## src/rtl/ul_agc_pkg.sv

```systemverilog
// Shared types and helpers for the uplink AGC gain controller.
package ul_agc_pkg;

  localparam int MAG_W = 17;
  localparam int IDX_W = 8;

  typedef enum logic [1:0] {
    IDLE    = 2'd0,
    ACC     = 2'd1,
    CALC    = 2'd2,
    WAIT_HD = 2'd3
  } agc_state_e;

  // Move a gain index by one step, saturating at 0 and at max_idx.
  function automatic logic [IDX_W-1:0] sat_step(input logic [IDX_W-1:0] idx,
                                                input logic             dn,
                                                input logic [IDX_W-1:0] step,
                                                input logic [IDX_W-1:0] max_idx);
    logic [IDX_W:0] sum;
    sum = {1'b0, idx} + {1'b0, step};
    if (dn) begin
      sat_step = (idx >= step) ? idx - step : '0;
    end else begin
      sat_step = (sum > {1'b0, max_idx}) ? max_idx : sum[IDX_W-1:0];
    end
  endfunction

endpackage

```

## src/rtl/ul_agc_pwr_acc.sv

```systemverilog
// Per-antenna |I|+|Q| accumulator and sample-count bank for the AGC window.
module ul_agc_pwr_acc
  import ul_agc_pkg::*;
#(
  parameter int XNUM     = 8,
  parameter int WIN_LOG2 = 10
) (
  input  logic                      clk_245,
  input  logic                      asy_rst,
  input  logic [31:0]               i_data,
  input  logic                      acc_en,
  input  logic                      clr,
  input  logic [2:0]                slot,
  input  logic [2:0]                rd_idx,
  output logic                      all_full,
  output logic [MAG_W+WIN_LOG2-1:0] acc_rd
);

  localparam int ACC_W = MAG_W + WIN_LOG2;

  logic [MAG_W-1:0]  abs_i, abs_q, mag;
  logic [ACC_W-1:0]  acc [XNUM];
  logic [WIN_LOG2:0] cnt [XNUM];
  logic [XNUM-1:0]   hit, full;

  // Negate in 17 bits so -32768 maps to 32768 without saturation.
  assign abs_i = i_data[31] ? MAG_W'(0) - {1'b1, i_data[31:16]} : {1'b0, i_data[31:16]};
  assign abs_q = i_data[15] ? MAG_W'(0) - {1'b1, i_data[15:0]}  : {1'b0, i_data[15:0]};
  assign mag   = abs_i + abs_q;

  always_comb begin
    hit  = '0;
    full = '0;
    for (int k = 0; k < XNUM; k++) begin
      hit[k]  = acc_en && (slot == 3'(k));
      full[k] = cnt[k][WIN_LOG2];
    end
  end

  assign all_full = &full;
  assign acc_rd   = acc[rd_idx];

  always_ff @(posedge clk_245 or posedge asy_rst) begin
    if (asy_rst) begin
      for (int k = 0; k < XNUM; k++) begin
        acc[k] <= '0;
        cnt[k] <= '0;
      end
    end else begin
      for (int k = 0; k < XNUM; k++) begin
        if (clr) begin
          acc[k] <= hit[k] ? ACC_W'(mag) : '0;
          cnt[k] <= hit[k] ? {{WIN_LOG2{1'b0}}, 1'b1} : '0;
        end else if (hit[k] && !full[k]) begin
          acc[k] <= acc[k] + ACC_W'(mag);
          cnt[k] <= cnt[k] + 1'b1;
        end
      end
    end
  end

endmodule

```

## src/rtl/ul_agc_gain_ctrl.sv

```systemverilog
// Closed-loop per-antenna AGC index controller; publishes new indices on a frame head.
// Optional power report port enabled by `define UL_AGC_PWR_RPT_EN.
//   state   | meaning
//   IDLE    | loop off or awaiting first frame head
//   ACC     | accumulating the measurement window
//   CALC    | updating one antenna shadow index per cycle
//   WAIT_HD | shadow ready, publish on next frame head
module ul_agc_gain_ctrl
  import ul_agc_pkg::*;
#(
  parameter int XNUM     = 8,
  parameter int WIN_LOG2 = 10,
  parameter int MAX_IDX  = 255,
  parameter int STEP     = 1
) (
  input  logic        clk_245,
  input  logic        asy_rst,
  input  logic [31:0] i_data,
  input  logic        i_data_valid,
  input  logic        i_fram_hd,
  input  logic        i_agc_en,
  input  logic [16:0] i_target_mag,
  input  logic [15:0] i_hyst,
  input  logic [63:0] i_init_idx,
`ifdef UL_AGC_PWR_RPT_EN
  input  logic [2:0]  i_rpt_sel,
  output logic [16:0] o_pwr_rpt,
`endif
  output logic [31:0] o_a0_ddc_gain_lte,
  output logic [31:0] o_a1_ddc_gain_lte,
  output logic [31:0] o_a2_ddc_gain_lte,
  output logic [31:0] o_a3_ddc_gain_lte,
  output logic [31:0] o_a4_ddc_gain_lte,
  output logic [31:0] o_a5_ddc_gain_lte,
  output logic [31:0] o_a6_ddc_gain_lte,
  output logic [31:0] o_a7_ddc_gain_lte,
  output logic        o_upd_pulse
);

  localparam int ACC_W = MAG_W + WIN_LOG2;
  localparam int CW    = ACC_W + 1;

  agc_state_e       state, state_nxt;
  logic [2:0]       slot_cnt, cur_slot, calc_idx;
  logic             start, publish, acc_en, clr, all_full, go_up, go_dn;
  logic [ACC_W-1:0] acc_rd, avg_full;
  logic [IDX_W-1:0] shadow [8];
  logic [IDX_W-1:0] gain   [8];

  assign cur_slot = i_fram_hd ? 3'd0 : slot_cnt;
  assign start    = i_agc_en && i_fram_hd && (state == IDLE || state == WAIT_HD);
  assign publish  = i_agc_en && i_fram_hd && (state == WAIT_HD);
  // The frame-head sample that opens a window is slot 0 of that window.
  assign acc_en   = i_data_valid && i_agc_en && (state == ACC || start);
  assign clr      = !i_agc_en || start;

  ul_agc_pwr_acc #(.XNUM(XNUM), .WIN_LOG2(WIN_LOG2)) u_pwr_acc (
    .clk_245  (clk_245),
    .asy_rst  (asy_rst),
    .i_data   (i_data),
    .acc_en   (acc_en),
    .clr      (clr),
    .slot     (cur_slot),
    .rd_idx   (calc_idx),
    .all_full (all_full),
    .acc_rd   (acc_rd)
  );

  assign avg_full = acc_rd >> WIN_LOG2;
  assign go_dn    = CW'(avg_full) > CW'(i_target_mag) + CW'(i_hyst);
  assign go_up    = CW'(avg_full) + CW'(i_hyst) < CW'(i_target_mag);

  always_comb begin
    state_nxt = state;
    case (state)
      IDLE:    if (i_fram_hd) state_nxt = ACC;
      ACC:     if (all_full) state_nxt = CALC;
      CALC:    if (calc_idx == 3'(XNUM-1)) state_nxt = WAIT_HD;
      WAIT_HD: if (i_fram_hd) state_nxt = ACC;
      default: state_nxt = IDLE;
    endcase
    if (!i_agc_en) state_nxt = IDLE;
  end

  always_ff @(posedge clk_245 or posedge asy_rst) begin
    if (asy_rst) begin
      state    <= IDLE;
      slot_cnt <= '0;
      calc_idx <= '0;
    end else begin
      state    <= state_nxt;
      slot_cnt <= (cur_slot == 3'(XNUM-1)) ? 3'd0 : cur_slot + 1'b1;
      calc_idx <= (state == CALC) ? calc_idx + 1'b1 : 3'd0;
    end
  end

  always_ff @(posedge clk_245 or posedge asy_rst) begin
    if (asy_rst) begin
      o_upd_pulse <= 1'b0;
      for (int k = 0; k < 8; k++) begin
        shadow[k] <= '0;
        gain[k]   <= '0;
      end
    end else begin
      o_upd_pulse <= publish;
      if (!i_agc_en) begin
        for (int k = 0; k < XNUM; k++) begin
          shadow[k] <= i_init_idx[8*k +: 8];
          gain[k]   <= i_init_idx[8*k +: 8];
        end
      end else begin
        if (state == CALC && (go_up || go_dn))
          shadow[calc_idx] <= sat_step(shadow[calc_idx], go_dn, IDX_W'(STEP), IDX_W'(MAX_IDX));
        if (publish) begin
          for (int k = 0; k < XNUM; k++) gain[k] <= shadow[k];
        end
      end
    end
  end

`ifdef UL_AGC_PWR_RPT_EN
  logic [MAG_W-1:0] avg_q [8];

  // Averages survive loop disable so the report keeps the last measurement.
  always_ff @(posedge clk_245 or posedge asy_rst) begin
    if (asy_rst) begin
      o_pwr_rpt <= '0;
      for (int k = 0; k < 8; k++) avg_q[k] <= '0;
    end else begin
      if (state == CALC) avg_q[calc_idx] <= avg_full[MAG_W-1:0];
      o_pwr_rpt <= avg_q[i_rpt_sel];
    end
  end
`endif

  assign o_a0_ddc_gain_lte = {{(32-IDX_W){1'b0}}, gain[0]};
  assign o_a1_ddc_gain_lte = {{(32-IDX_W){1'b0}}, gain[1]};
  assign o_a2_ddc_gain_lte = {{(32-IDX_W){1'b0}}, gain[2]};
  assign o_a3_ddc_gain_lte = {{(32-IDX_W){1'b0}}, gain[3]};
  assign o_a4_ddc_gain_lte = {{(32-IDX_W){1'b0}}, gain[4]};
  assign o_a5_ddc_gain_lte = {{(32-IDX_W){1'b0}}, gain[5]};
  assign o_a6_ddc_gain_lte = {{(32-IDX_W){1'b0}}, gain[6]};
  assign o_a7_ddc_gain_lte = {{(32-IDX_W){1'b0}}, gain[7]};

endmodule

```

## config.mk

```make
export PLATFORM = sky130hd
export DESIGN_NAME = ul_agc_gain_ctrl
export DESIGN_NICKNAME = d
export VERILOG_FILES = /design/src/rtl/ul_agc_pkg.sv /design/src/rtl/ul_agc_pwr_acc.sv /design/src/rtl/ul_agc_gain_ctrl.sv
export SDC_FILE = /design/constraint.sdc
export NUM_CORES = 2
export LEC_CHECK = 0
export BUFFER_PORTS_ARGS = -buffer_cell sky130_fd_sc_hd__buf_2
export CORE_MARGIN = 2
export CORE_UTILIZATION = 45
export DETAILED_ROUTE_END_ITERATION = 8
export HOLD_SLACK_MARGIN = 0.12
export MAX_ROUTING_LAYER = met4
export PLACE_DENSITY_LB_ADDON = 0.12
export SETUP_SLACK_MARGIN = 0.2
export SLEW_MARGIN = 30
export SYNTH_ARGS = -nofsm -noshare
export SYNTH_HDL_FRONTEND = slang
export SYNTH_SLANG_ARGS = --single-unit
export TNS_END_PERCENT = 1
```

## constraint.sdc

```tcl
create_clock -name clk_245 -period 33.6 [get_ports clk_245]
set_input_delay 1.68 -clock clk_245 [delete_from_list [all_inputs] [get_ports clk_245]]
set_output_delay 1.68 -clock clk_245 [all_outputs]
set_load 0.005 [all_outputs]
```

==> Word-level counts from Yosys, hierarchy flattened <==
Cells that the tools add are included.
W data, S select, Z words.
{ "totals": {"regBits": 441, "input_bits": 134, "output_inout_bits": 257, "elab_cells": 209} }
{ "op_classes": {"order_cmp": 6, "n_reduce_logical": 49, "n_eq_ne": 16, "bitwise": 1, "muxes": 76, "n_addsub": 25} }
{ "op_table": {"columns": ["op", "count"], "rows": [
  ["$mux W27", 18],
  ["$mux W64", 4],
  ["$add A27 B17 Y27", 8],
  ["$mux W11", 16],
  ["$mux W17", 10],
  ["$add A11 B1 Y11 const B", 8],
  ["$bmux W27 S3", 1],
  ["$bwmux W64", 1],
  ["$mux W8", 8],
  ["$add A17 B16 Y18", 2],
  ["$sub A1 B17 Y17 const A", 2],
  ["$bmux W8 S3", 1],
  ["$demux W8 S3", 1],
  ["$logic_and A1 B1 Y1", 23],
  ["$gt A17 B18 Y1", 1],
  ["$lt A18 B17 Y1", 1],
  ["$add A17 B17 Y17", 1],
  ["$reduce_bool A2 Y1", 8],
  ["$eq A3 B3 Y1 const B", 5],
  ["$add A8 B1 Y9 const B", 1],
  ["$gt A9 B8 Y1 const B", 1],
  ["$logic_not A1 Y1", 9],
  ["$mux W3", 3],
  ["$ne A3 B3 Y1 const B", 3],
  ["other kinds (20)", 37]
]} }

==> Logic depth before layout (Yosys ltp) <==
{ "logic_depth": {"depth_word": 13, "depth_mapped": 29, "ltp_nobuf": 25} }

==> Modules after synthesis <==
Synthesis repeated with hierarchy kept, for this count alone.
{ "hier_totals": {"cells_unflattened": 3755, "area_unflattened_um2": 34638.2} }
{ "by_module_without_submodules": {"columns": ["module", "cells_per_inst", "area_each_um2", "n_inst"], "rows": [
  ["ul_agc_pwr_acc", 2706, 24134.4, 1],
  ["ul_agc_gain_ctrl", 1049, 10503.8, 1]
]} }

==> Worst setup path after synthesis <==
No wires, ideal clock.
{ "synth_path": {"kind": "input-to-reg", "from": "input i_data[4]", "to": "register u_pwr_acc.acc[74] in the netlist's numbering", "setup_ps": 78, "n_path_buf": 0, "arrival_time_ps": 6745, "required_time_ps": 33522, "setup_slack_ps": 26777, "path_stages": 19, "cell_sequence": "or3_1 > o41ai_1 > xnor2_1 > ha_1 > and3_1 > and3_1 > a221o_1 > or4_1 > a31o_2 > a21oi_1 > xor2_1 > inv_1 > ha_1 > nand3_1 > a211o_1 > a31oi_1 > o21ai_1 > or3_1 > a21oi_1"} }
{ "synth_via": {"elab_chain_cells": 6} }
{ "synth_lines": {"columns": ["element", "line_no", "rtl"], "rows": [
  ["start: declaration", "ul_agc_gain_ctrl.sv:18", "input logic [31:0] i_data,"],
  ["$sub A1 B17 Y17", "ul_agc_pwr_acc.sv:28", "assign abs_q = i_data[15] ? MAG_W'(0) - {1'b1, i_data[15:0]} : {1'b0, i_data[15:0]};"],
  ["$mux W17 *", "ul_agc_pwr_acc.sv:28", null],
  ["$add A17 B17 Y17 *", "ul_agc_pwr_acc.sv:29", "assign mag = abs_i + abs_q;"],
  ["$add A27 B17 Y27 *", "ul_agc_pwr_acc.sv:55", "acc[k] <= acc[k] + ACC_W'(mag);"],
  ["$mux W27 *", "ul_agc_pwr_acc.sv:54", "end else if (hit[k] && !full[k]) begin"],
  ["$mux W27 *", "ul_agc_pwr_acc.sv:51", "if (clr) begin"],
  ["end signal: indexed assignment", "ul_agc_pwr_acc.sv:52", "acc[k] <= hit[k] ? ACC_W'(mag) : '0;"],
  ["end signal: indexed assignment", "ul_agc_pwr_acc.sv:55", null],
  ["end: declaration", "ul_agc_pwr_acc.sv:22", "logic [ACC_W-1:0] acc [XNUM];"]
]} }
Every way passes the cells marked *; elsewhere a longest branch is shown, timed or not. The select of a mux whose other input is x is not followed.
A chain may end at the register's enable or synchronous reset.

==> Worst setup path after layout <==
{ "layout_path": {"from": "register calc_idx[2]", "to": "register shadow[40] in the netlist's numbering"} }
{ "layout_via": {"elab_chain_cells": 13, "elab_cells_between_ends": 30, "classes_between": "add/sub: 3; order compare: 6; eq/ne: 1; mux: 16; bitwise: 1; reduce/logical: 3"} }
{ "layout_lines": {"columns": ["element", "line_no", "rtl"], "rows": [
  ["start: declaration", "ul_agc_gain_ctrl.sv:44", "logic [2:0] slot_cnt, cur_slot, calc_idx;"],
  ["start signal: assignment", "ul_agc_gain_ctrl.sv:93", "calc_idx <= (state == CALC) ? calc_idx + 1'b1 : 3'd0;"],
  ["$not A3 Y4 (not written as such) *", "ul_agc_pwr_acc.sv:41, ul_agc_gain_ctrl.sv:113", null],
  ["$bmux W8 S3", "ul_agc_gain_ctrl.sv:113", "shadow[calc_idx] <= sat_step(shadow[calc_idx], go_dn, IDX_W'(STEP), IDX_W'(MAX_IDX));"],
  ["$mux W8 (not written as such) (2 in series)", "ul_agc_gain_ctrl.sv:113", null],
  ["$add A8 B1 Y9", "ul_agc_pkg.sv:20", "sum = {1'b0, idx} + {1'b0, step};"],
  ["$gt A9 B8 Y1", "ul_agc_pkg.sv:24", "sat_step = (sum > {1'b0, max_idx}) ? max_idx : sum[IDX_W-1:0];"],
  ["$mux W8", "ul_agc_pkg.sv:24", null],
  ["$mux W8", "ul_agc_pkg.sv:21", "if (dn) begin"],
  ["$mux W8", "ul_agc_gain_ctrl.sv:112", "if (state == CALC && (go_up || go_dn))"],
  ["$mux W8", "ul_agc_gain_ctrl.sv:106", "if (!i_agc_en) begin"],
  ["$bwmux W64", "ul_agc_gain_ctrl.sv:113", null],
  ["$mux W64", "ul_agc_gain_ctrl.sv:112", null],
  ["$mux W64", "ul_agc_gain_ctrl.sv:106", null],
  ["end signal: indexed assignment", "ul_agc_gain_ctrl.sv:108", "shadow[k] <= i_init_idx[8*k +: 8];"],
  ["end signal: indexed assignment", "ul_agc_gain_ctrl.sv:113", null],
  ["end: declaration", "ul_agc_gain_ctrl.sv:47", "logic [IDX_W-1:0] shadow [8];"]
]} }
Marked as above.

==> metrics.txt <==
outcome complete, no violations; critical path type reg -> reg; cell family with most CP delay compound AO/OA/AOI/OAI gates; Netlist Area Pre-Place around 33000 sq um; leakage power roughly 17 nW; Post-CTS Setup Repair Bufs 0; final hold viol count 0; non-filler instance count after layout between 4000 and 5000; Post-synth ARST share 100%; Max-slew headroom approximately two fifths; fin. max-slew vios 0; most numerous cell in the Yosys netlist dfrtp_1; worst r2r dst shadow[40]$_DFFE_PP0P_; min Tclk post-route around 7.7 ns; crit-path most repeated cell o21ai_0; Starting Density ~45%; GP Congestion ~0.91; H-tree Lvls 2; CP Cell Sequence buf_4, nor2_1, and2_1, a221oi_1, o221ai_1, ha_1, a21oi_1, o22ai_1, o21ai_0, o21ai_0, a31oi_1, o21ai_0, xor2_1, ha_1, a21o_1, a21o_1, a21oi_1, nor2b_1, a2111oi_0, o211a_1, o21ai_2, and2_1, a221o_1; Netlist cell types 98; storage element area approximately 11000 sq um; Fillers around 7100; Power Density around 54 nW/um^2; synth top area cells dfrtp_1, ha_1, a21oi_1, nand2_1, buf_4; Pre-antenna DRT Iters 6; post-synth top area share 33.4%; met2 Usage GRT around two fifths; yosys warns 0; GRT met1 Usage 35.5%; Worst Tran Pin Value about 0.91 ns; Max Fclk roughly 130 MHz; crit-path max cell delay roughly 0.79 ns; # clock sinks between 400 and 500; HP Start slot_cnt[0]$_DFF_PP0_; Worst VDD drop about 0.039 mV; # DRC 0; Worst R2R Path Depth 23; final-report setup violation count 0; max_cap viols 0; IO Pins 391; CP arrival 8.21 ns; WHS Path Cells 1; WHS Endpoint slot_cnt[0]$_DFF_PP0_; area of the multi-input gates 20300 sq um; Root Buffer Master clkbuf_16; vias in the first global route about 26000; largest net degree at the start of global routing roughly 170; grt met3 use between 2 and 3%; worst path required time 34.12 ns; worst skew pair latency around 0.64 ns; cts-stage hold buffer count 0; DIE AREA ~76000 sq um; TritonCTS clock tree done; Hold Crit Class reg -> reg; Placeable Area 72800 sq um; CP endpoint kind flop; CTS Buf Count between 50 and 60; top cells by count, synth dfrtp_1, nand2_1, nor2_1; drt total wl just under 100 mm; Core Rows between 90 and 100; antenna violations before repair 1; Mean Syn Cell Area approximately 8.7 sq um; leading area contributor after synthesis dfrtp_1; Critical path buffers and inverters 1; Die Wd ~280 um; clk slew on worst S/H paths around 0.060 ns; I/O Buffers 198; average wire per standard cell roughly 20 um; RSZ-0062 raised after global routing false; Initial DRC Count roughly 2400; placed cell count 4864; Slowest cell on crit path dfrtp_2; register area share after synthesis 33.4%; global-route wire length before repair 152 mm; crit path launch type flop; gr busiest metal met2; Total Routing Usage GR between 20% and 30%; drt via density between 5 and 6; origin of the critical flop-to-flop path calc_idx[2]$_DFF_PP0_; Vias 27843; Die Span Y 275 um; remaining antenna violation count 0; HPWL after DPL between 70 and 80 mm; Layout Nets 4372; CTS Buffer Depth 3; Top FF cell, synth dfrtp_1; Layout area overhead 9.85%; critical path peak fanout 33; post-route setup TNS 0 ns; final clock skew a little over 0.03 ns; R2R setup slack between 20 and 30 ns; number of synthesized flops with an enable pin 0; period utilisation layout a little under a quarter; layout cell share with drive strength beyond 1 roughly 11%; post-CTS sizing 0; Seq cells post-synth between 400 and 500; Synth Instances 3814; GR Overflow Total 0
==> stage by stage <==
step / total power [W] / hold WS (ns) / utilization (%) / cell area, sq um / setup WS (ns)
finish: 0.00195 / 0.444 / 49.9 / 36300 / 25.90
global route: 0.00207 / 0.453 / 49.9 / 36300 / 25.23
CTS: 0.00196 / 0.439 / 49.8 / 36300 / 25.95
detailed placement: 0.00132 / 0.425 / 47.1 / 34300 / 25.54
global placement: 0.00132 / 0.428 / 47.1 / 34300 / 25.69
floorplan: 0.00113 / 0.409 / - / 33800 / 19.63
==> per-layer routing <==
metal / up-vias / part of all wire [%]
li1: 13599 / -
met1: 13395 / 46
met2: 701 / 47
met3: 148 / 4.6
met4: 0 / 2.7
met5: - / 0
==> worst register-to-register path, stage by stage (launching register included) <==
cell	delay, ns
dfrtp_2	0.79
buf_4	0.56
nor2_1	0.11
and2_1	0.44
a221oi_1	0.41
o221ai_1	0.45
ha_1	0.46
a21oi_1	0.08
o22ai_1	0.27
o21ai_0	0.18
o21ai_0	0.39
a31oi_1	0.18
o21ai_0	0.33
xor2_1	0.19
ha_1	0.26
a21o_1	0.18
a21o_1	0.17
a21oi_1	0.14
nor2b_1	0.06
a2111oi_0	0.28
o211a_1	0.59
o21ai_2	0.38
and2_1	0.38
a221o_1	0.33
==> state kept, by name, summed over array words and instances (netlist names), 3 cells and up <==
name / flops
o_a0_ddc_gain_lte: 8
o_a3_ddc_gain_lte: 8
o_a4_ddc_gain_lte: 8
o_a2_ddc_gain_lte: 8
o_a7_ddc_gain_lte: 8
u_pwr_acc.acc: 216
calc_idx: 3
u_pwr_acc.cnt: 88
o_a5_ddc_gain_lte: 8
o_a6_ddc_gain_lte: 8
slot_cnt: 3
shadow: 64
o_a1_ddc_gain_lte: 8
==> worst max-delay path by stage <==
stage,startpoint,end,cells past startpoint
floorplan,asy_rst,calc_idx[0]$_DFF_PP0_,1
global placement,i_data[20],u_pwr_acc.acc[74]$_DFFE_PP0P_,20
CTS,calc_idx[2]$_DFF_PP0_,shadow[40]$_DFFE_PP0P_,23
global route,calc_idx[2]$_DFF_PP0_,shadow[40]$_DFFE_PP0P_,23
finish,calc_idx[2]$_DFF_PP0_,shadow[40]$_DFFE_PP0P_,23
detailed placement,i_data[20],u_pwr_acc.acc[74]$_DFFE_PP0P_,20
==> final cells by class <==
type                    instances  share of cell area [%]
multi-input cells            3092                    55.8
flip-flops and latches        441                    30.4
clock buffers                  76                    4.36
repair buffers                244                    3.84
well taps                     959                    3.30
inverters                     129                    1.35
clock inverters                23                   0.965
diodes                          1                 0.00689
==> power breakdown <==
group,total (W),internal (W),switching (W)
clock network,0.000634,0.000383,0.000251
logic,0.000733,0.000262,0.000471
registers,0.000585,0.000560,0.0000253
total,0.00195,0.00120,0.000748
==> kinds of logic after synthesis <==
| family | count (synthesis) | share of synthesized area [%] |
|---|---|---|
| xor gates and xnor gates | 283 | 7.50 |
| AOI/OAI and AO/OA | 991 | 19.4 |
| other | 1 | 0.0113 |
| muxes | 102 | 4.11 |
| and+or+nand+nor | 1247 | 17.2 |
| buffers and inverters | 472 | 7.68 |
| DFF | 441 | 33.4 |
| adders and majority gates | 277 | 10.7 |
==> cell usage in the layout (no fill, tap or decap), types with 12 or more instances in the layout <==
master,synthesis,layout
dfrtp_1,441,439
nand2_1,412,412
nor2_1,387,387
a21oi_1,318,317
ha_1,266,266
buf_2,11,197
conb_1,1,192
xnor2_1,151,151
o21ai_0,149,149
xor2_1,132,131
inv_1,128,125
nand3_1,112,111
a31oi_1,94,94
o22ai_1,71,71
a21o_1,65,65
mux2i_1,61,61
nor3_1,60,59
nand4_1,55,55
clkbuf_16,0,53
or3_1,51,51
and3_1,41,41
buf_4,194,41
a211oi_1,31,30
nand2b_1,26,26
nor2b_1,23,23
and2_1,22,22
o21a_1,22,22
o221ai_1,20,20
a221oi_1,19,19
o21bai_1,17,17
clkbuf_8,0,17
a221o_1,16,16
o31ai_1,16,16
o211ai_1,16,16
mux2_2,15,15
a22oi_1,15,15
mux4_2,14,14
nor3b_1,12,12
No activity file was read; power rests on OpenSTA's default activity.
